===== src/rtl/afifo_pop_stream.sv =====
//-----------------------------------------------------------------------------
// afifo_pop_stream
//
// Pop-side consumer for the AFIFO_36K_BLK asynchronous FIFO wrappers
// (af1024x36 / af2048x18 / af4096x9). Everything runs in the pop clock
// domain (clock1 is the same clock as the FIFO Pop_Clk).
//
// The FIFO returns DOUT one cycle after POP. This block issues POP, captures
// the returned word into a 2-entry prefetch buffer and presents the buffer
// head as a valid/ready stream.
//
// Timing from a POP issued in cycle N:
//    N   : POP = 1
//    N+1 : DOUT valid, r_inflight = 1, word written into the buffer at the
//          end of N+1
//    N+2 : m_valid = 1, m_data = word
//
// Ports:
//    clock1          in   pop-side clock
//    reset           in   synchronous active-high reset
//    Empty           in   FIFO empty flag; gates new POPs only
//    DOUT            in   FIFO read data, valid the cycle after POP
//    Underrun_Error  in   FIFO underrun indication
//    POP             out  FIFO pop request (combinational)
//    flush           in   discard buffered and in-flight data
//    m_data          out  stream data (buffer head, holds when m_valid = 0)
//    m_valid         out  stream valid
//    m_ready         in   stream ready
//    occupancy       out  number of words held in the buffer (0..2)
//    word_count      out  completed stream transfers, wraps
//    underrun_sticky out  set by Underrun_Error, cleared only by reset
//-----------------------------------------------------------------------------
module afifo_pop_stream #(
   parameter int DATA_WIDTH = 36,
   parameter int CNT_WIDTH  = 16
) (
   input  logic                  clock1,
   input  logic                  reset,
   input  logic                  Empty,
   input  logic [DATA_WIDTH-1:0] DOUT,
   input  logic                  Underrun_Error,
   output logic                  POP,
   input  logic                  flush,
   output logic [DATA_WIDTH-1:0] m_data,
   output logic                  m_valid,
   input  logic                  m_ready,
   output logic [1:0]            occupancy,
   output logic [CNT_WIDTH-1:0]  word_count,
   output logic                  underrun_sticky
);

   //--------------------------------------------------------------------------
   // State
   //--------------------------------------------------------------------------
   logic [DATA_WIDTH-1:0] r_head;       // buffer entry 0, drives m_data
   logic [DATA_WIDTH-1:0] r_tail;       // buffer entry 1
   logic [1:0]            r_occ;        // words held (0..2)
   logic                  r_inflight;   // POP issued last cycle: DOUT valid now
   logic                  r_drop_next;  // discard the word currently arriving
   logic [CNT_WIDTH-1:0]  r_count;      // delivered-word counter
   logic                  r_sticky;     // latched underrun

   //--------------------------------------------------------------------------
   // Combinational control
   //--------------------------------------------------------------------------
   logic                  w_valid;
   logic                  w_fire;
   logic                  w_capture;
   logic [2:0]            w_level;
   logic                  w_pop;

   logic [DATA_WIDTH-1:0] w_head_next;
   logic [DATA_WIDTH-1:0] w_tail_next;
   logic [1:0]            w_occ_next;
   logic                  w_drop_next_next;

   assign w_valid   = (r_occ != 2'd0);
   assign w_fire    = w_valid & m_ready;

   // A returning word is written unless it belongs to a pop that a flush
   // has already cancelled.
   assign w_capture = r_inflight & ~r_drop_next;

   // Words that will occupy the buffer once everything already requested has
   // landed and this cycle's transfer has left. Issuing a POP only while this
   // is below 2 means a capture can never hit a full buffer, while still
   // allowing one POP every cycle when the stream is draining.
   // fire implies r_occ >= 1, so the subtraction cannot underflow.
   assign w_level   = {1'b0, r_occ} + {2'b00, r_inflight} - {2'b00, w_fire};

   assign w_pop     = ~Empty & ~flush & ~reset & (w_level < 3'd2);

   //--------------------------------------------------------------------------
   // Buffer next state
   //
   // The pair behaves as a tiny FIFO: the head is always the oldest word.
   // When a transfer and a capture coincide, the head leaves and the new
   // word takes the freed position, so occupancy is unchanged; with one word
   // held this is a zero-bubble pass-through.
   // Data registers are never cleared on drain or flush so m_data holds its
   // last value while m_valid is low.
   //--------------------------------------------------------------------------
   always_comb begin
      w_head_next = r_head;
      w_tail_next = r_tail;
      w_occ_next  = r_occ;

      if (flush) begin
         w_occ_next = 2'd0;
      end else begin
         case ({w_capture, w_fire})
            2'b10: begin
               // capture only
               if (r_occ == 2'd0) begin
                  w_head_next = DOUT;
                  w_occ_next  = 2'd1;
               end else begin
                  w_tail_next = DOUT;
                  w_occ_next  = 2'd2;
               end
            end
            2'b01: begin
               // transfer only; a second entry moves up to the head
               if (r_occ == 2'd2) begin
                  w_head_next = r_tail;
               end
               w_occ_next = r_occ - 2'd1;
            end
            2'b11: begin
               // transfer and capture together
               if (r_occ == 2'd1) begin
                  w_head_next = DOUT;
               end else begin
                  w_head_next = r_tail;
                  w_tail_next = DOUT;
               end
            end
            default: begin
               // nothing moves
            end
         endcase
      end
   end

   // A flush on an edge where a word is in flight marks that word for
   // discard. POP is forced low during flush, so nothing new is requested
   // in the flush cycle; the mark therefore only ever covers a word already
   // requested and it self-clears on the following edge.
   assign w_drop_next_next = flush & r_inflight;

   //--------------------------------------------------------------------------
   // Registers
   //--------------------------------------------------------------------------
   always_ff @(posedge clock1) begin
      if (reset) begin
         r_head      <= '0;
         r_tail      <= '0;
         r_occ       <= 2'd0;
         r_inflight  <= 1'b0;
         r_drop_next <= 1'b0;
         r_count     <= '0;
         r_sticky    <= 1'b0;
      end else begin
         r_head      <= w_head_next;
         r_tail      <= w_tail_next;
         r_occ       <= w_occ_next;
         r_inflight  <= w_pop;
         r_drop_next <= w_drop_next_next;
         // A transfer in the flush cycle still completes and is counted.
         if (w_fire) begin
            r_count <= r_count + {{(CNT_WIDTH-1){1'b0}}, 1'b1};
         end
         if (Underrun_Error) begin
            r_sticky <= 1'b1;
         end
      end
   end

   //--------------------------------------------------------------------------
   // Outputs
   //--------------------------------------------------------------------------
   assign POP             = w_pop;
   assign m_data          = r_head;
   assign m_valid         = w_valid;
   assign occupancy       = r_occ;
   assign word_count      = r_count;
   assign underrun_sticky = r_sticky;

endmodule


===== config.mk =====
export PLATFORM = sky130hd
export DESIGN_NAME = afifo_pop_stream
export DESIGN_NICKNAME = d
export VERILOG_FILES = /design/src/rtl/afifo_pop_stream.sv
export SDC_FILE = /design/constraint.sdc
export NUM_CORES = 1
export LEC_CHECK = 0
export CAP_MARGIN = 0
export CELL_PAD_IN_SITES_DETAIL_PLACEMENT = 0
export CELL_PAD_IN_SITES_GLOBAL_PLACEMENT = 1
export CORE_UTILIZATION = 40
export CTS_CLUSTER_SIZE = 30
export DETAILED_ROUTE_END_ITERATION = 10
export PLACE_DENSITY_LB_ADDON = 0.1
export SYNTH_ARGS = -nofsm -noshare
export SYNTH_HDL_FRONTEND = slang
export SYNTH_SLANG_ARGS = --single-unit

===== constraint.sdc =====
create_clock -name clock1 -period 5.85 [get_ports clock1]
set_input_delay 1.755 -clock clock1 [delete_from_list [all_inputs] [get_ports clock1]]
set_output_delay 1.755 -clock clock1 [all_outputs]
set_load 0.005 [all_outputs]

# --- Word level (Yosys, flattened, before mapping) ---
# Index checks and enable logic that the tools add are counted.
# Widths: inputs -> output; s select.
totals:
  out_inout_bits: 57
  wordCells: 48
  regBits: 93
  input_bits: 42
classes:
  mux: 9
  bitwise_logic: 10
  eq_ne: 9
  n_lt_le_gt_ge: 1
  reduce_logical: 8
  addsub: 4
op_table:
  columns: ["operator", "count"]
  rows:
  - ["$mux 36", 5]
  - ["$pmux 36 s3", 1]
  - ["$pmux 36 s2", 1]
  - ["$add 16x1->16 const B", 1]
  - ["$ne 2x2->1 const B", 4]
  - ["$reduce_and 4->1", 2]
  - ["$and 1x1->1", 6]
  - ["$eq 2x2->1 const B", 3]
  - ["$reduce_bool 2->1", 3]
  - ["$eq 2x1->1 const B", 2]
  - ["$not 1->1", 4]
  - ["$pmux 2 s2", 1]
  - ["$add 2x1->3", 1]
  - ["$lt 3x2->1 const B", 1]
  - ["$reduce_bool 3->1", 1]
  - ["$sub 3x1->3", 1]
  - ["$logic_not 2->1", 1]
  - ["$mux 2", 1]
  - ["$reduce_or 2->1", 1]
  - ["$sub 2x1->2 const B", 1]

# --- Longest topological paths before layout ---
# Gate-level depths: netlist of run 1.
depth:
  depth_word: 5
  ltp_mapped: 12
  ltp_nobuf: 9

# --- Least setup slack after synthesis of run 1 ---
# Ideal clock, no wire load.
synth_path:
  path_kind: "input to output"
  start: "in m_ready"
  end: "out POP"
  n_path_buf: 1
  setup_slack_ns: 1.062
  path_stages: 7
  t_required_ns: 4.095
  arrival_time_ns: 3.033
  path_cell_list: "nand2b_1 buf_6 nor2_1 o21ai_0 fa_1 nand2b_1 nor4_1"
synth_via:
  elab_chain_cells: 4
synth_lines:
  columns: ["element", "line_no", "rtl"]
  rows:
  - ["from (decl)", "46", "input logic m_ready,"]
  - ["$and 1x1->1", "78", "assign w_fire = w_valid & m_ready;"]
  - ["$sub 3x1->3", "89", "assign w_level = {1'b0, r_occ} + {2'b00, r_inflight} - {2'b00, w_fire};"]
  - ["$lt 3x2->1", "91", "assign w_pop = ~Empty & ~flush & ~reset & (w_level < 3'd2);"]
  - ["$and 1x1->1", "91", null]
  - ["to (decl)", "42", "output logic POP,"]
# No other way between the ends.

# --- Worst setup path in the final report of run 1 ---
# Ends and elaborated chain as after synthesis.

==> out/metrics.cfg, run 1 <==
[outcome]
run_status = finished clean

[sta]
whs_ns = 0.458
fin_tns_setup_ns = 0
unrepaired_setup_endpoints_after_global_routing = no
skew_ns = 0.0115
max_slew.worst_pin.slew_ns = 1.15
timing.slew.headroom = 0.230
final_period_minus_worst_setup_slack_ns = 5.37
final_cycle_share = 0.918
achievable-frequency_ghz = 0.186
maxSlewViolCount = 0
setup_viol = 0
finalHoldViolations = 0

[layout]
multi_input_area_mm2 = 0.00215
antenna_cells_inserted = 0
share_of_post_route_cells_with_drive_strength_above_1 = 0.167
nFillCells = 1015
finalNonFillerCells = 676
nNetsFinal = 585
final-seq-area_mm2 = 0.00186
area_growth_syn_to_layout_pct = 28.4

[logic_synthesis]
post_synth_num_cell_types = 43
synth-edff-count = 0
yosysSeqAreaShare = 0.440
syn-cell-area_mm2 = 0.00423
synth-seq-cells = 93
synth_area_per_cell_um2 = 9.31
synth_fp_nets = 504
postSynthCellCount = 454
synth-warning-count = 0
asyncSetResetFlopFracSynth = 0
ys_dominant_reg_cell = dfxtp_1

[global_routing]
groute.usage.overall = 0.192
global_route.overflow_total = 0
via_count_of_the_first_global_routing_pass = 3453
grt_first_pass_wirelength_mm = 17.1
number_of_antenna_violations_at_the_first_check_in_global_routing = 0
grt_max_degree = 60

[drt]
drt_iter0_markers = 115
route.detailed.wl_per_inst_um = 15.3
antenna_left = 0
drt-pass1-iter-count = 4
drcViolationCount = 0
finalWirelength_mm = 10.3
routed-via-count = 3543
post_drt_via_cell_ratio = 5.24

[place]
place_congestion = 0.722
place.port_buffers = 98
dp_hpwl_mm = 6.42
placed_cells_incl_taps = 660

[setup_path]
crit_family = buffers and inverters
timing.critical_path.mode_cell = nand2b_1
cp_num_buf_inv = 2
worstPathArrival_ns = 3.62
path_depth = 8
crit_path_cell_trace = clkdlybuf4s50_1, nand2b_1, nor2_2, o21ai_0, fa_1, nand2b_1, nor4_1, dlymetal6s2s_1
crit_path_end_kind = output port
cp_data_required_time_ns = 4.09
critical-path-max-stage-delay_ns = 0.51
critical_path_peak_fanout = 4
cpMaxStageDelayCell = clkdlybuf4s50_1
ff2ff_path_depth = 10
start_kind = input port
path_class = in2out

[clock_network]
cts_made_buffers = 9
postCtsSetupBuffers = 0
cts_tree = yes
worstSkewPairLatency_ns = 0.36
ctsHtreeMaxLevel = 3
cts_buffer_depth = 2
cts_hold_repair.buffers = 0
root_buffer = clkbuf_8
path_clk_slew_ns = 0.09
clkSinkCount = 93

[pwr]
power_leakage_nw = 1.92
power.density_cell_area_mw_per_mm2 = 229
fin_total_pwr_w = 0.00124
vdd_drop_max_uv = 108

[job]
timing.max_cap.violations = 0

[floorplan]
starting_density_of_the_core = 0.411
area_of_the_core_mm2 = 0.0103
io_pins = 99
design.die.area_mm2 = 0.0110
placementRows = 37
fp.dieW_um = 105
die_h_um = 105

[hold_path]
worst_hold_path.num_cells = 2
worst_hold_path_type = reg2reg

power breakdown:
part           switching (W)  internal (W)  total (W)
Combinational      0.0000654     0.0000674   0.000133
Sequential         0.0000108      0.000651   0.000662
Clock               0.000236      0.000211   0.000447
Total               0.000312      0.000929    0.00124
routing by layer:
metal / routed length, um / track usage
met1: 5080 / 0.259
met2: 4810 / 0.315
met3: 346 / 0.0324
met4: 95 / 0.0543
met5: 0 / 0
state kept, by name, summed over array words and instances (netlist names):
register / cells
m_data: 36
occupancy: 2
r_drop_next: 1
r_inflight: 1
r_tail: 36
underrun_sticky: 1
word_count: 16
synthesized netlist by cell type, types with 3 or more instances:
library cell   n  area (um^2)
a21oi_1       45          225
a221oi_1       6         52.6
a221oi_2      30          450
buf_2          8         40.0
buf_6          8         90.1
clkbuf_1      14         52.6
dfxtp_1       93         1860
ha_1           7         87.6
inv_1          5         18.8
nand2_1       87          327
nand2b_1       4         25.0
nand3_1        5         25.0
nand4_1        4         25.0
nor2_1        50          188
nor2b_1        3         18.8
nor3_1         9         45.0
nor3_2        30          300
o21ai_0        4         20.0
or4_1          5         37.5
xnor2_1        3         26.3
xor2_1         8         70.1
cells in the final DEF, fill, tap and decap left out, types with 5 or more instances in the layout:
cell type and count:
or4_1 5, a21oi_1 45, xor2_1 8, a221oi_1 6
nand3_1 5, nor3_1 9, nand2_1 86, a221oi_2 30
inv_1 5, clkdlybuf4s50_1 96, buf_4 7, ha_1 7
nor2_1 49, clkbuf_8 10, nor3_2 30, dfxtp_1 93
final timing paths:
| kind | start | to | slack [ns] |
|---|---|---|---|
| min reg2reg | r_tail[32] | r_tail[32] | 0.46 |
| max | m_ready | POP | 0.48 |
| min | r_tail[32] | r_tail[32] | 0.46 |
| max reg2reg | occupancy[1] | m_data[35] | 2.61 |
what timing repair did:
item,4_1_cts,5_1_grt
hold endpoints to repair,0,0
resized for setup,0,2
endpoints found under the setup margin,0,1
worst reg2reg max path, stage by stage (launching register included):
cell      delay, ns
dfxtp_1        0.50
inv_1          0.12
ha_1           0.29
nand2b_1       0.22
buf_4          0.18
inv_2          0.14
ha_1           0.26
nor2b_1        0.28
a2111o_2       0.85
a221oi_1       0.13
nor3_1         0.21
stage by stage:
| stage | instance area (um^2) | util | setup slack, ns |
|---|---|---|---|
| after CTS | 5420 | 0.528 | 0.0210 |
| after global placement | 5220 | 0.508 | 0.0906 |
| after detailed placement | 5220 | 0.508 | 0.0455 |
| after global routing | 5430 | 0.528 | 0.315 |
| final | 5430 | 0.528 | 0.477 |
| after floorplan | 4230 | - | 1.06 |
logic make-up after synthesis:
group / share of synthesized area
flops: 0.440
fa+ha+maj: 0.0255
compound gates: 0.196
xor+xnor: 0.0228
buf+inv: 0.0539
simple gates: 0.262
final cells by class:
type / instances / share of cell area
clock buffer: 11 / 0.0261
clock inverter: 5 / 0.0108
inverter: 6 / 0.00415
multi-input combinational: 321 / 0.395
sequential: 93 / 0.343
tap: 136 / 0.0314
timing repair buffer: 104 / 0.189
Note: power is estimated with default switching activity, not from simulation.
==> inputs of run 2 (changes only) <==
--- a/config.mk
+++ b/config.mk
@@ -6,9 +6,9 @@
 export NUM_CORES = 1
 export LEC_CHECK = 0
 export CAP_MARGIN = 0
-export CELL_PAD_IN_SITES_DETAIL_PLACEMENT = 0
-export CELL_PAD_IN_SITES_GLOBAL_PLACEMENT = 1
-export CORE_UTILIZATION = 40
+export CELL_PAD_IN_SITES_DETAIL_PLACEMENT = 2
+export CELL_PAD_IN_SITES_GLOBAL_PLACEMENT = 2
+export CORE_UTILIZATION = 32
 export CTS_CLUSTER_SIZE = 30
 export DETAILED_ROUTE_END_ITERATION = 10
 export PLACE_DENSITY_LB_ADDON = 0.1
==> run 2 against run 1 <==
  * Flip-flop and latch count did not move
  * Cell area rose by 2.1%
  * Non-clock buffer count grew 2
  * Sequential power barely moved
  * Core utilization down 9.4 points
  * Clock power grew 19%
  * Count of clock-buffer cells in the layout is the same
  * Cell count grew 5.2%
  * Global-route usage rose by 0.39 points
  * Clock skew shrank 0.0064 ns
  * Combinational power up 4%
  * Largest cell class unchanged
==> out/metrics.cfg, run 2 (same netlist as run 1, synthesis figures left out) <==
[outcome]
run_status = finished clean

[setup_path]
path_class = in2out
cp_num_buf_inv = 2
critical_path_peak_fanout = 4
ff2ff_path_depth = 10
crit_path_end_kind = output port
worstPathArrival_ns = 3.61
worstReg2RegEnd = m_data[32]
crit_family = buffers and inverters
cp_data_required_time_ns = 4.09
critical-path-max-stage-delay_ns = 0.52
start_kind = input port
timing.critical_path.mode_cell = nand2b_1
worst-r2r-setup-slack_ns = 2.56
cpMaxStageDelayCell = clkdlybuf4s50_1
crit_path_cell_trace = clkdlybuf4s50_1, nand2b_1, nor2_2, o21ai_0, fa_1, nand2b_1, nor4_1, dlymetal6s2s_1
r2r_start = occupancy[0]

[pwr]
vdd_drop_max_uv = 114
power.density_cell_area_mw_per_mm2 = 241
power_leakage_nw = 1.95
fin_total_pwr_w = 0.00133

[hold_path]
min-delay-start = r_tail[29]
min_to = r_tail[29]
worst_hold_path_type = reg2reg
worst_hold_path.num_cells = 2

[layout]
nNetsFinal = 587
layout_commonest_cell = clkdlybuf4s50_1
antenna_cells_inserted = 0
final-seq-area_mm2 = 0.00186
finalNonFillerCells = 711
area_growth_syn_to_layout_pct = 31.1
most-common-layout-cells = 96 x clkdlybuf4s50_1, 93 x dfxtp_1, 86 x nand2_1
fin_area_mm2 = 0.00554
nFillCells = 1394
layout.core_utilization = 0.434
share_of_post_route_cells_with_drive_strength_above_1 = 0.165
multi_input_area_mm2 = 0.00215

[place]
dp_hpwl_mm = 8.56
postPlaceCellArea_mm2 = 0.00528
place.port_buffers = 98
place_congestion = 0.690
placed_cells_incl_taps = 698

[floorplan]
placementRows = 41
starting_density_of_the_core = 0.331
area_of_the_core_mm2 = 0.0128
die_h_um = 117
io_pins = 99
fp.dieW_um = 117
design.die.area_mm2 = 0.0137

[clock_network]
worstSkewPairLatency_ns = 0.35
cts_buffer_depth = 2
ctsHtreeMaxLevel = 3
path_clk_slew_ns = 0.06
root_buffer = clkbuf_16
cts_made_buffers = 9
cts_tree = yes
postCtsSetupBuffers = 0
clkSinkCount = 93

[sta]
fin_tns_setup_ns = 0
achievable-frequency_ghz = 0.186
final_period_minus_worst_setup_slack_ns = 5.37
maxSlewViolCount = 0
skew_ns = 0.00519
max_slew.worst_pin.slew_ns = 1.15
final_cycle_share = 0.918
unrepaired_setup_endpoints_after_global_routing = no
finalHoldViolations = 0
timing.slew.headroom = 0.233
setup_viol = 0

[global_routing]
via_count_of_the_first_global_routing_pass = 4068
grt_max_degree = 54
groute.usage.overall = 0.196
global_route.overflow_total = 0
number_of_antenna_violations_at_the_first_check_in_global_routing = 0
grt_first_pass_wirelength_mm = 20.5

[drt]
dr_wl_met2_mm = 6.37
routed-via-count = 3708
drt_iter0_markers = 141
drcViolationCount = 0
wl_met3_um = 403
top_layer = met4
route.detailed.wl_per_inst_um = 17.9
wl_met1_mm = 5.74
finalWirelength_mm = 12.7
drt-pass1-iter-count = 4
antenna_left = 0
post_drt_via_cell_ratio = 5.22

[job]
timing.max_cap.violations = 0

## run 2: stage by stage
step	setup WS [ns]	hold slack [ns]
2_1_floorplan	1.06	0.433
3_3_place_gp	0.0770	0.441
3_5_place_dp	0.0307	0.459
4_1_cts	0.00969	0.470
5_1_grt	0.372	0.497
6_report	0.480	0.463
## run 2: repair_timing
item,CTS,global route
endpoints found under the setup margin,0,1
gates resized for setup,0,2
hold buffers,0,0
hold endpoints to repair,0,0
## run 2: worst min-delay path, delay by kind of cell (launching register included)
family	cells	cell delay, ns
AO/OA/AOI/OAI	1	0.05
AND/OR/NAND/NOR	1	0.05
flip-flops	1	0.31
## run 2: layout make-up
type | count | share of cell area
clock inverters | 2 | 0.00226
multi-input cells | 321 | 0.387
flip-flops and latches | 93 | 0.336
clock buffers | 11 | 0.0438
repair buffers | 106 | 0.188
well taps | 172 | 0.0388
inverters | 6 | 0.00406
## run 2: power by group
part           leakage [nW]  total, W  internal (W)  switching, W
registers             0.753  0.000663      0.000652     0.0000113
clock network         0.123  0.000534      0.000292      0.000242
logic                  1.07  0.000138     0.0000682     0.0000694
total                  1.95   0.00133       0.00101      0.000322
## run 2: worst max-delay path by stage
stage          startpoint  endpoint  slack [ns]  cells after the start
2_1_floorplan     m_ready       POP        1.06                      7
3_3_place_gp      m_ready       POP        0.08                      8
3_5_place_dp      m_ready       POP        0.03                      8
4_1_cts           m_ready       POP        0.01                      8
5_1_grt           m_ready       POP        0.37                      8
6_report          m_ready       POP        0.48                      8
## run 2: routing by layer
| layer | track usage | vias up |
|---|---|---|
| met2 | 0.352 | 64 |
| met5 | 0 | - |
| met4 | 0.0810 | 0 |
| met3 | 0.0324 | 12 |
| met1 | 0.231 | 1872 |
| li1 | - | 1760 |
